<file path="src/rtl/controle_envase.sv">
`default_nettype none
// ============================================================================
// Module      : controle_envase
// Description : Bottling-line sequencer: conveyor, fill, cap, count by dozen.
// Revision    : 1.0 - initial release
// ============================================================================
module controle_envase #(
  parameter logic [15:0] T_VEDACAO = 16'd50000,
  parameter logic [27:0] T_ENCHE   = 28'd150000000
) (
  input  logic       clk,
  input  logic       reset_n,
  input  logic       start,
  input  logic       stop,
  input  logic       sensor_posicao,
  input  logic       sensor_nivel,
  input  logic       sensor_vedacao,
  input  logic       sensor_final,
  input  logic       rejeito,
  input  logic       rolhas_vazio,
  output logic       motor_esteira,
  output logic       valvula,
  output logic       vedador,
  output logic       descarte,
  output logic       incrementar_duzia,
  output logic       reset_contador,
  output logic [3:0] garrafas_parcial,
  output logic [2:0] estado,
  output logic       alarme
);

  typedef enum logic [2:0] {
    PARADO        = 3'd0,
    ESTEIRA       = 3'd1,
    ENCHENDO      = 3'd2,
    ESTEIRA_VEDA  = 3'd3,
    VEDANDO       = 3'd4,
    ESTEIRA_FINAL = 3'd5,
    ALARME        = 3'd6
  } estado_t;

  localparam logic [27:0] c_ved_last   = {12'd0, T_VEDACAO} - 28'd1;
  localparam logic [27:0] c_enche_last = T_ENCHE - 28'd1;

  estado_t     r_estado;
  estado_t     w_next;
  logic [27:0] r_timer;
  logic [3:0]  r_garr;
  logic [3:0]  w_garr;
  logic        r_pos_q;
  logic        r_ved_q;
  logic        r_fin_q;
  logic        r_descarte;
  logic        r_inc;
  logic        r_rstc;
  logic        w_descarte;
  logic        w_inc;
  logic        w_rstc;
  logic        w_rise_pos;
  logic        w_rise_ved;
  logic        w_rise_fin;

  assign w_rise_pos = sensor_posicao & ~r_pos_q;
  assign w_rise_ved = sensor_vedacao & ~r_ved_q;
  assign w_rise_fin = sensor_final   & ~r_fin_q;

  always_comb begin
    w_next     = r_estado;
    w_garr     = r_garr;
    w_descarte = 1'b0;
    w_inc      = 1'b0;
    w_rstc     = 1'b0;
    if (stop) begin
      w_next = PARADO;
    end else begin
      case (r_estado)
        PARADO: begin
          if (start) begin
            w_next = ESTEIRA;
            w_garr = 4'd0;
            w_rstc = 1'b1;
          end
        end
        ESTEIRA: begin
          if (w_rise_pos) w_next = ENCHENDO;
        end
        ENCHENDO: begin
          if (sensor_nivel)                   w_next = ESTEIRA_VEDA;
          else if (r_timer == c_enche_last)   w_next = ALARME;
        end
        ESTEIRA_VEDA: begin
          if (w_rise_ved) w_next = rolhas_vazio ? ALARME : VEDANDO;
        end
        VEDANDO: begin
          // rejeito only matters on the final capping cycle
          if (r_timer == c_ved_last) begin
            if (rejeito) begin
              w_next     = ESTEIRA;
              w_descarte = 1'b1;
            end else begin
              w_next = ESTEIRA_FINAL;
            end
          end
        end
        ESTEIRA_FINAL: begin
          if (w_rise_fin) begin
            w_next = ESTEIRA;
            if (r_garr == 4'd11) begin
              w_garr = 4'd0;
              w_inc  = 1'b1;
            end else begin
              w_garr = r_garr + 4'd1;
            end
          end
        end
        ALARME: begin
          if (start && !rolhas_vazio) begin
            w_next = ESTEIRA;
            w_garr = 4'd0;
            w_rstc = 1'b1;
          end
        end
        default: w_next = PARADO;
      endcase
    end
  end

  always_ff @(posedge clk or negedge reset_n) begin
    if (!reset_n) begin
      r_estado   <= PARADO;
      r_timer    <= 28'd0;
      r_garr     <= 4'd0;
      r_pos_q    <= 1'b0;
      r_ved_q    <= 1'b0;
      r_fin_q    <= 1'b0;
      r_descarte <= 1'b0;
      r_inc      <= 1'b0;
      r_rstc     <= 1'b0;
    end else begin
      r_estado   <= w_next;
      r_garr     <= w_garr;
      r_pos_q    <= sensor_posicao;
      r_ved_q    <= sensor_vedacao;
      r_fin_q    <= sensor_final;
      r_descarte <= w_descarte;
      r_inc      <= w_inc;
      r_rstc     <= w_rstc;
      if (w_next != r_estado)
        r_timer <= 28'd0;
      else if (r_estado == ENCHENDO || r_estado == VEDANDO)
        r_timer <= r_timer + 28'd1;
    end
  end

  assign motor_esteira     = (r_estado == ESTEIRA) || (r_estado == ESTEIRA_VEDA) ||
                             (r_estado == ESTEIRA_FINAL);
  assign valvula           = (r_estado == ENCHENDO);
  assign vedador           = (r_estado == VEDANDO);
  assign alarme            = (r_estado == ALARME);
  assign descarte          = r_descarte;
  assign incrementar_duzia = r_inc;
  assign reset_contador    = r_rstc;
  assign garrafas_parcial  = r_garr;
  assign estado            = r_estado;

endmodule
`default_nettype wire

</file>
<file path="config.mk">
export PLATFORM = sky130hd
export DESIGN_NAME = controle_envase
export DESIGN_NICKNAME = d
export VERILOG_FILES = /design/src/rtl/controle_envase.sv
export SDC_FILE = /design/constraint.sdc
export NUM_CORES = 1
export LEC_CHECK = 0
export CAP_MARGIN = 20
export CORE_ASPECT_RATIO = 2
export CORE_UTILIZATION = 44
export CTS_BUF_LIST = sky130_fd_sc_hd__clkbuf_4
export CTS_CLUSTER_SIZE = 25
export DETAILED_ROUTE_END_ITERATION = 10
export PLACE_DENSITY = 0.75
export SLEW_MARGIN = 25
export SYNTH_ARGS = -nofsm -noshare
export SYNTH_HDL_FRONTEND = slang
export SYNTH_SLANG_ARGS = --single-unit
</file>
<file path="constraint.sdc">
create_clock -name clk -period 2.76 [get_ports clk]
set_input_delay 0.276 -clock clk [delete_from_list [all_inputs] [get_ports clk]]
set_output_delay 0.276 -clock clk [all_outputs]
set_load 0.02 [all_outputs]
</file>
==> metrics.txt, run 1 <==
Routed WL=5251 um; peak supply drop=254.2 uV; CP Launch Point=r_timer[7]; Reg power frac=0.577; critical path arrival=2.67 ns; Congestion Overflow GR=0; num ports=24; Post-synth EDFFs=0; Fin Setup TNS=0 ns; cell taking the most area after synthesis=dfrtp_1; GRT Overall Usage=0.2094; Hold/Removal Path Class=in2reg; post-CTS setup buffer count=0; Mapped Area=2381 sq um; adder-cell share of the synthesized area=0.01051; top-area cell type share of the netlist area=0.4309; clk buf depth=2; vias in the first global route=1,953; row count=37; largest net degree at the start of global routing=42; worst setup margin=0.3270 ns; DR WL/cell=16.01 um; initial core utilization=0.4592; fmax=411.0 MHz; Synth Flop Type=dfrtp_1; Setup Skew=0.008278 ns; # clock sinks=41; synthesis-stage register bit count=41; Area Overhead vs Synth=13.98%; fin crit share=0.8815; async set or reset register ratio after synthesis=1.000; Die Y=106.0 um; post-synthesis sequential area ratio=0.4309; worst skew pair latency=0.35 ns; Static Leak=1.116 nW; Die W=54.02 um; Worst-path clk slew=0.12 ns; mux cell area share after synthesis=0.008933; DPL Wire Length=3775 um; initial antenna violation count=0; Seq. cell area=1026 sq um; crit path kind=reg2reg; H-tree levels=2; GP Congestion=0.8490; Filler cells=486; CTS Buf Count=5; Commonest cells post-synth=dfrtp_1, nor3_1, xor2_1; area of the multi-input gates=1251 sq um; first-pass GRT wire length=8921 um; CP startpoint kind=register; worst slew pin tran=0.6609 ns; Final Max Slew Viols=0; unrepaired setup endpoints after global routing=no; status=complete, no violations; Comb power frac=0.136; Compound-Gate Fraction of Synth Area=0.06516; Nets=281; simple-gate share of the synthesized area=0.3190; n_diodes=0; post-route antenna net violation count=0; largest family of logic cells by synthesized area=simple AND/OR/NAND/NOR gates; CP required=2.99 ns; pre-CTS setup slack=0.3192 ns; r2r setup slk=0.33 ns; # DRC=0; Ys Warns=0; FF-to-FF Start=r_timer[7]; CTS tree=built; Final setup viols=0; Sw Pwr=0.3052 mW; Clock power frac=0.287; Net Count, Synth=254; Via-to-Cell Ratio=5.924; # port buffers=23; 1st-pass router iterations=4; Power Density=396.4 nW/um^2; Min-Delay Path Depth=1; clk root buf=clkbuf_4; most frequent cell after synthesis=dfrtp_1; Vias=1,943; largest cells by area after synthesis=dfrtp_1, xor2_1, nor3_1; P_int=0.7705 mW; sw frac=0.2837; Max transition margin=0.5583; Post-Syn Instances=242; fin crit period=2.433 ns; Synth cell types=54; cells on worst reg2reg path=6; Die ar.=5727 sq um; DRT iter0 DRCs=55; ratio of cells with drive above 1 in the final layout=0.09259; core area=5185 sq um; synthesized area per cell=9.839 sq um; max cap viols=0; final hold vios=0; CP endpoint kind=register; hold wc startpoint=sensor_final; peak fanout along the critical path=28; Synth Area in XOR/XNOR=0.1219
==> per-stage QoR <==
step / hold slack, ns / cell area, sq um / total power [mW] / utilization / instances
global placement: 0.4604 / 2646 / 0.7767 / 0.5104 / 319
global route: 0.3794 / 2714 / 1.131 / 0.5234 / 328
CTS: 0.06762 / 2701 / 1.087 / 0.5210 / 327
detailed placement: 0.4639 / 2646 / 0.7780 / 0.5104 / 319
floorplan: -0.01959 / 2381 / 0.7293 / - / 242
finish: 0.3729 / 2714 / 1.076 / 0.5234 / 328
==> layout make-up <==
type,count,area share
multi-input combinational,184,0.4610
sequential,41,0.3781
timing repair buffer,30,0.1042
tap,58,0.02674
clock buffer,6,0.01660
inverter,7,0.009682
clock inverter,2,0.003688
==> state kept, by name, summed over array words and instances, names as in the netlist <==
signal / cells
descarte: 1
r_timer: 28
r_fin_q: 1
r_ved_q: 1
estado: 3
r_pos_q: 1
incrementar_duzia: 1
garrafas_parcial: 4
reset_contador: 1
==> layout by cell type, fill, tap and decap left out, types with 6 or more instances in the layout <==
cell and n:
xnor2_1 10, nor3_1 32, nand3_1 13, nand4_1 10, dfrtp_1 41, clkdlybuf4s50_1 22, clkbuf_4 6, xor2_1 20
inv_1 7, nor2_1 10, buf_4 7, nand2_1 15
==> layer usage <==
layer / GRT usage / vias up / routed length, um
met2: 0.3624 / 39 / 2973
met4: 0.08425 / 0 / 106
met3: 0.03290 / 12 / 132
met1: 0.2435 / 960 / 2038
li1: - / 932 / -
met5: 0 / - / 0
==> worst max-delay path, stage by stage, from the launching register on <==
cell	delay (ns)
dfrtp_1	0.48
nor4bb_1	0.46
nand4_1	0.18
or4_1	0.47
a221o_1	0.36
nand2_4	0.27
nor3_1	0.10
==> path summary, 6_finish.rpt <==
kind                                endpoint
setup / recovery                  r_timer[9]
hold / removal                       r_fin_q
setup reg to reg                  r_timer[9]
hold reg to reg            incrementar_duzia
max in group asynchronous        r_timer[13]
min in group asynchronous        r_timer[26]
==> what timing repair did <==
action,CTS,global route
hold buffers,0,1
hold endpoints to repair,0,41
gates resized for setup,0,0
==> kinds of logic (layout without fill, tap and decap cells) <==
logic type	Yosys count	count (layout)
xor+xnor	31	31
fa+ha+maj	2	2
buf+inv	17	45
simple gates	127	127
mux	2	2
flops	41	41
compound gates	22	22
==> power by group through the flow <==
stage	clock network, mW	registers [mW]	logic [mW]
after floorplan	0	0.632	0.0974
after global placement	0	0.632	0.144
after detailed placement	0	0.633	0.145
after CTS	0.319	0.621	0.146
after global routing	0.347	0.624	0.161
final	0.309	0.621	0.146
(Power assumes the default switching activity.)
==> inputs of run 2 (changes only) <==
- CAP_MARGIN: 20 -> 10
- MAX_ROUTING_LAYER: default -> met4
- SETUP_SLACK_MARGIN: default -> 0.3
==> run 2 against run 1 <==
Against the previous run: cell count stayed put; hold slack worse by 0.0042 ns; global-route usage is 0.54 points higher; sequential share of layout area fell by 0.27 points; maximum frequency rose by 6.1%; via count grew 0.51%; first-iteration DRC count is 22% lower; critical path depth stayed put; sequential power is essentially flat; non-clock buffer count is the same; utilization rose by 0.43 points; critical endpoint unchanged; highest routed layer unchanged.
==> metrics.txt, run 2 (same netlist as run 1, synthesis figures left out) <==
worst skew pair latency=0.36 ns (about the same); status=complete, no violations; Comb power frac=0.139 (+0.003); Top reg by flops=r_timer; 1st-pass router iterations=4 (unchanged); Area Overhead vs Synth=14.92%; Hold/Removal Path Class=in2reg; Final setup viols=0 (unchanged); P_int=0.7730 mW (+0.32%); Routed WL=5307 um (+1.1%); Power Density=395.5 nW/um^2 (-0.23%); worst slew pin tran=0.6960 ns (+0.03517 ns); # DRC=0 (unchanged); Setup Skew=0.008196 ns (-0.00008157 ns); GRT Overall Usage=0.2148 (+0.005447); largest net degree at the start of global routing=42 (unchanged); CTS tree=built; CP required=3.00 ns (about the same); Seq. cell area=1027 sq um (+0.12%); crit path kind=reg2reg; Max transition margin=0.5348 (-0.02351); # clock sinks=41 (unchanged); initial antenna violation count=0 (unchanged); unrepaired setup endpoints after global routing=no; Static Leak=1.119 nW (+0.21%); Congestion Overflow GR=0 (unchanged); # port buffers=23 (unchanged); Reg power frac=0.574 (-0.003); Clock power frac=0.287 (about the same); vias in the first global route=1,951 (-0.10%); fin crit share=0.8309 (-0.05066); max incr delay on CP=0.48 ns (about the same); max cap viols=0 (unchanged); post-route antenna net violation count=0 (unchanged); most common cell after layout, fill and taps aside=dfrtp_1; CP endpoint kind=register; Fin Setup TNS=0 ns (unchanged); Pwr Total=1.082 mW (+0.59%); GP Congestion=0.8624 (+1.6%); first-pass GRT wire length=8914 um (about the same); Via-to-Cell Ratio=5.954 (+0.51%); Die ar.=5727 sq um (unchanged); CP startpoint kind=register; DR WL/cell=16.18 um (+1.1%); Nets=281 (unchanged); sw frac=0.2857 (+0.001936); core area=5185 sq um (unchanged); Vias=1,953 (+0.51%); Die Y=106.0 um (unchanged); Filler cells=482 (-0.82%); Worst-path clk slew=0.12 ns (about the same); initial core utilization=0.4592 (unchanged); fin crit period=2.293 ns (-0.1398 ns); critical path arrival=2.53 ns (-0.14 ns); DPL Wire Length=3775 um (unchanged); Largest register FFs=28 (unchanged); clk root buf=clkbuf_4; peak fanout along the critical path=28 (unchanged); DRT iter0 DRCs=43 (-22%); peak supply drop=256.0 uV (+0.71%); most frequent cells in the layout=dfrtp_1, nor3_1, clkdlybuf4s50_1, xor2_1, nand2_1; ratio of cells with drive above 1 in the final layout=0.1037 (+0.01111); CTS Buf Count=5 (unchanged); Die W=54.02 um (unchanged); area of the multi-input gates=1272 sq um (+1.7%); clk buf depth=2 (unchanged); final hold vios=0 (unchanged); row count=37 (unchanged); fmax=436.1 MHz (+6.1%); worst-path cell chain=nor4bb_2 > nand4_1 > or4_1 > a221o_1 > nand2_8 > nor3_1; n_diodes=0 (unchanged); post-CTS setup buffer count=0 (unchanged); Sw Pwr=0.3091 mW (+1.3%); num ports=24 (unchanged); Crit-path slowest cell=dfrtp_1; Final Max Slew Viols=0 (unchanged); H-tree levels=2 (unchanged)
-- run 2: cell counts in the layout (fill, tap and decap cells not counted) --
No cell type changed its count.
-- run 2: timing repair --
item,4_1_cts,5_1_grt
setup endpoints to repair,0,29
hold endpoints to repair,0,41
hold buffers,0,1
resized for setup,0,4
-- run 2: worst max-delay path: cells and delay by family, from the launching register on --
kind / cells / cell delay (ns)
DFF: 1 / 0.48
AOI/OAI and AO/OA: 1 / 0.39
and+or+nand+nor: 5 / 1.30
-- run 2: power by group through the flow --
stage / combinational (mW) / clock, mW / sequential (mW)
global route: 0.166 / 0.347 / 0.624
global placement: 0.144 / 0 / 0.632
CTS: 0.146 / 0.319 / 0.621
finish: 0.150 / 0.311 / 0.621
floorplan: 0.0974 / 0 / 0.632
detailed placement: 0.145 / 0 / 0.633
-- run 2: final timing paths --
path                            slack, ns         start  cells after the start                 to
worst max-delay path                 0.47    r_timer[7]                      6         r_timer[9]
worst min register to register       0.57       r_fin_q                      2  incrementar_duzia
worst max register to register       0.47    r_timer[7]                      6         r_timer[9]
min in group asynchronous            0.41       reset_n                      2        r_timer[25]
max in group asynchronous            1.95       reset_n                      2          estado[1]
worst min-delay path                 0.37  sensor_final                      1            r_fin_q
-- run 2: stage by stage --
stage | std cells | hold WS (ns) | worst slack [ns] | utilization | area [sq um]
after floorplan | 242 | -0.01959 | 0.3640 | - | 2381
after global placement | 319 | 0.4604 | 0.3788 | 0.5104 | 2646
after detailed placement | 319 | 0.4639 | 0.3192 | 0.5104 | 2646
after CTS | 327 | 0.06762 | 0.3179 | 0.5210 | 2701
after global routing | 328 | 0.3794 | 0.3320 | 0.5278 | 2736
final | 328 | 0.3687 | 0.4669 | 0.5278 | 2736
-- run 2: layout make-up --
| class | instances | area share |
|---|---|---|
| sequential | 41 | 0.3754 |
| timing repair buffer | 30 | 0.1033 |
| clock inverter | 2 | 0.003658 |
| inverter | 7 | 0.009602 |
| clock buffer | 6 | 0.01646 |
| multi-input combinational | 184 | 0.4650 |
| tap | 58 | 0.02652 |
-- run 2: layer usage --
layer | global-route usage | vias up | share of wire
li1 | - | 929 | -
met1 | 0.2426 | 976 | 0.39
met2 | 0.3633 | 38 | 0.57
met3 | 0.03290 | 10 | 0.025
met4 | 0.08425 | 0 | 0.020
met5 | - | - | 0
==> inputs of run 3 (changes only) <==
- clock period: 2.76 -> 2.2 ns (I/O delays scaled with it)
==> run 3 against run 2 <==
Against the previous run: highest routed layer unchanged; flip-flop and latch count unchanged; critical path type unchanged; the flow now finishes with violations (setup timing); first-iteration DRC count is 53% higher; via count is 15% higher; wire length up 32%; sequential power increased by 24%.
==> metrics.txt, run 3 (same netlist as run 1, synthesis figures left out) <==
ratio of cells with drive above 1 in the final layout=0.3517 (+0.2480); max incr delay on CP=0.46 ns (-0.02 ns); Static Leak=1.516 nW (+36%); CTS tree=built; Die Y=106.0 um (unchanged); post-route antenna net violation count=0 (unchanged); Area Overhead vs Synth=45.61%; Final setup viols=28 (+28); worst setup margin=-0.09524 ns (-0.5621 ns); worst slew pin tran=0.5172 ns (-0.1789 ns); Via-to-Cell Ratio=5.816 (-2.3%); Congestion Overflow GR=0 (unchanged); # clock sinks=41 (unchanged); Core Util, Final=0.6687 (+0.1409); first-pass GRT wire length=10,120 um (+13%); DRT iter0 DRCs=66 (+53%); CTS Buf Count=5 (unchanged); worst skew pair latency=0.36 ns (about the same); fin crit period=2.295 ns (+0.002098 ns); peak fanout along the critical path=5 (-82%); CP startpoint kind=register; Hold/Removal Path Class=in2async; Top reg by flops=r_timer; initial core utilization=0.4592 (unchanged); most frequent cells in the layout=buf_4, dfrtp_1, xor2_1, clkdlybuf4s50_1, nor3_2; Fin Setup TNS=-2.134 ns (-2.134 ns); status=complete, but fails checks; Final Max Slew Viols=0 (unchanged); largest net degree at the start of global routing=33 (-21%); fin crit share=1.043 (+0.2124); final hold vios=0 (unchanged); Largest register FFs=28 (unchanged); num ports=24 (unchanged); n_diodes=0 (unchanged); Worst-path clk slew=0.12 ns (about the same); Die ar.=5727 sq um (unchanged); Crit-path slowest cell=or4_4; CP required=2.45 ns (-0.55 ns); GP Congestion=0.8243 (-4.4%); Setup Skew=0.007780 ns (-0.0004168 ns); H-tree levels=2 (unchanged); CP endpoint kind=register; Routed WL=7025 um (+32%); worst-path cell chain=nor4b_4 > nand4_1 > or4_4 > a221o_1 > nand2_4 > clkbuf_16 > nor3_1; critical path arrival=2.55 ns (+0.02 ns); Vias=2,239 (+15%); unrepaired setup endpoints after global routing=yes; Power Density=461.8 nW/um^2 (+17%); 1st-pass router iterations=4 (unchanged); GRT Overall Usage=0.2505 (+0.03570); initial antenna violation count=0 (unchanged); clk buf depth=2 (unchanged); failing checks=setup timing; DR WL/cell=18.25 um (+13%); Max transition margin=0.6527 (+0.1180); # port buffers=23 (unchanged); r2r setup slk=-0.1 ns (-0.56 ns); row count=37 (unchanged); fmax=435.7 MHz (about the same); most common cell after layout, fill and taps aside=buf_4; vias in the first global route=2,151 (+10%); clk root buf=clkbuf_4; Nets=338 (+20%); # DRC=0 (unchanged); DPL Wire Length=4336 um (+15%); max cap viols=0 (unchanged); core area=5185 sq um (unchanged); crit path kind=reg2reg; Die W=54.02 um (unchanged); peak supply drop=407.6 uV (+59%)
## run 3: final cells by class
type                    count  area [sq um]
clock buffers               6         45.04
clock inverters             2         33.78
fillers                   382          1718
inverters                   7         26.28
multi-input cells         185          1468
flip-flops and latches     41          1030
well taps                  58         72.57
repair buffers             86         792.0
## run 3: worst paths after layout
check                                    start                  end  cells after the start
max                                r_timer[16]          r_timer[11]                      7
min                                    reset_n           r_timer[8]                      2
max reg2reg                        r_timer[16]          r_timer[11]                      7
min reg2reg                garrafas_parcial[1]  garrafas_parcial[1]                      2
max in group asynchronous              reset_n            estado[1]                      3
min in group clk                  sensor_final              r_fin_q                      1
## run 3: critical path: cells and delay by family (launching register included)
family	cells	cell delay, ns
simple gates	5	1.23
flops	1	0.44
compound gates	1	0.35
buf+inv	1	0.18
## run 3: per-stage QoR
step | cells | setup WS (ns) | hold WS, ns | power (mW) | instance area [sq um]
after floorplan | 242 | -0.02223 | -0.07559 | 0.9178 | 2399
after global placement | 363 | -0.2460 | 0.09021 | 1.021 | 3003
after detailed placement | 363 | -0.3066 | 0.09544 | 1.023 | 3003
after CTS | 376 | 0.003042 | 0.2283 | 1.535 | 3231
after global routing | 385 | -0.1623 | 0.2617 | 1.659 | 3467
final | 385 | -0.09524 | 0.2327 | 1.601 | 3467
## run 3: report_power, final
part	internal (mW)	total [mW]	switching, mW
sequential	0.765	0.772	0.00722
combinational	0.152	0.329	0.177
clock	0.249	0.500	0.251
total	1.17	1.60	0.435
## run 3: what timing repair did
item | CTS | global route
cloned | 1 | 3
buffers inserted | 3 | 6
gates resized for setup | 21 | 31
hold buffers | 1 | 0
endpoints found under the setup margin | 35 | 34
pin swaps | 4 | 14
endpoints found under the hold margin | 9 | 0
## run 3: metal layers
metal	up-vias	global-route usage	wire [um]
met3	23	0.02861	187
met4	0	0.1062	305
li1	1050	-	-
met5	-	-	0
met2	61	0.4524	3990
met1	1105	0.2551	2542
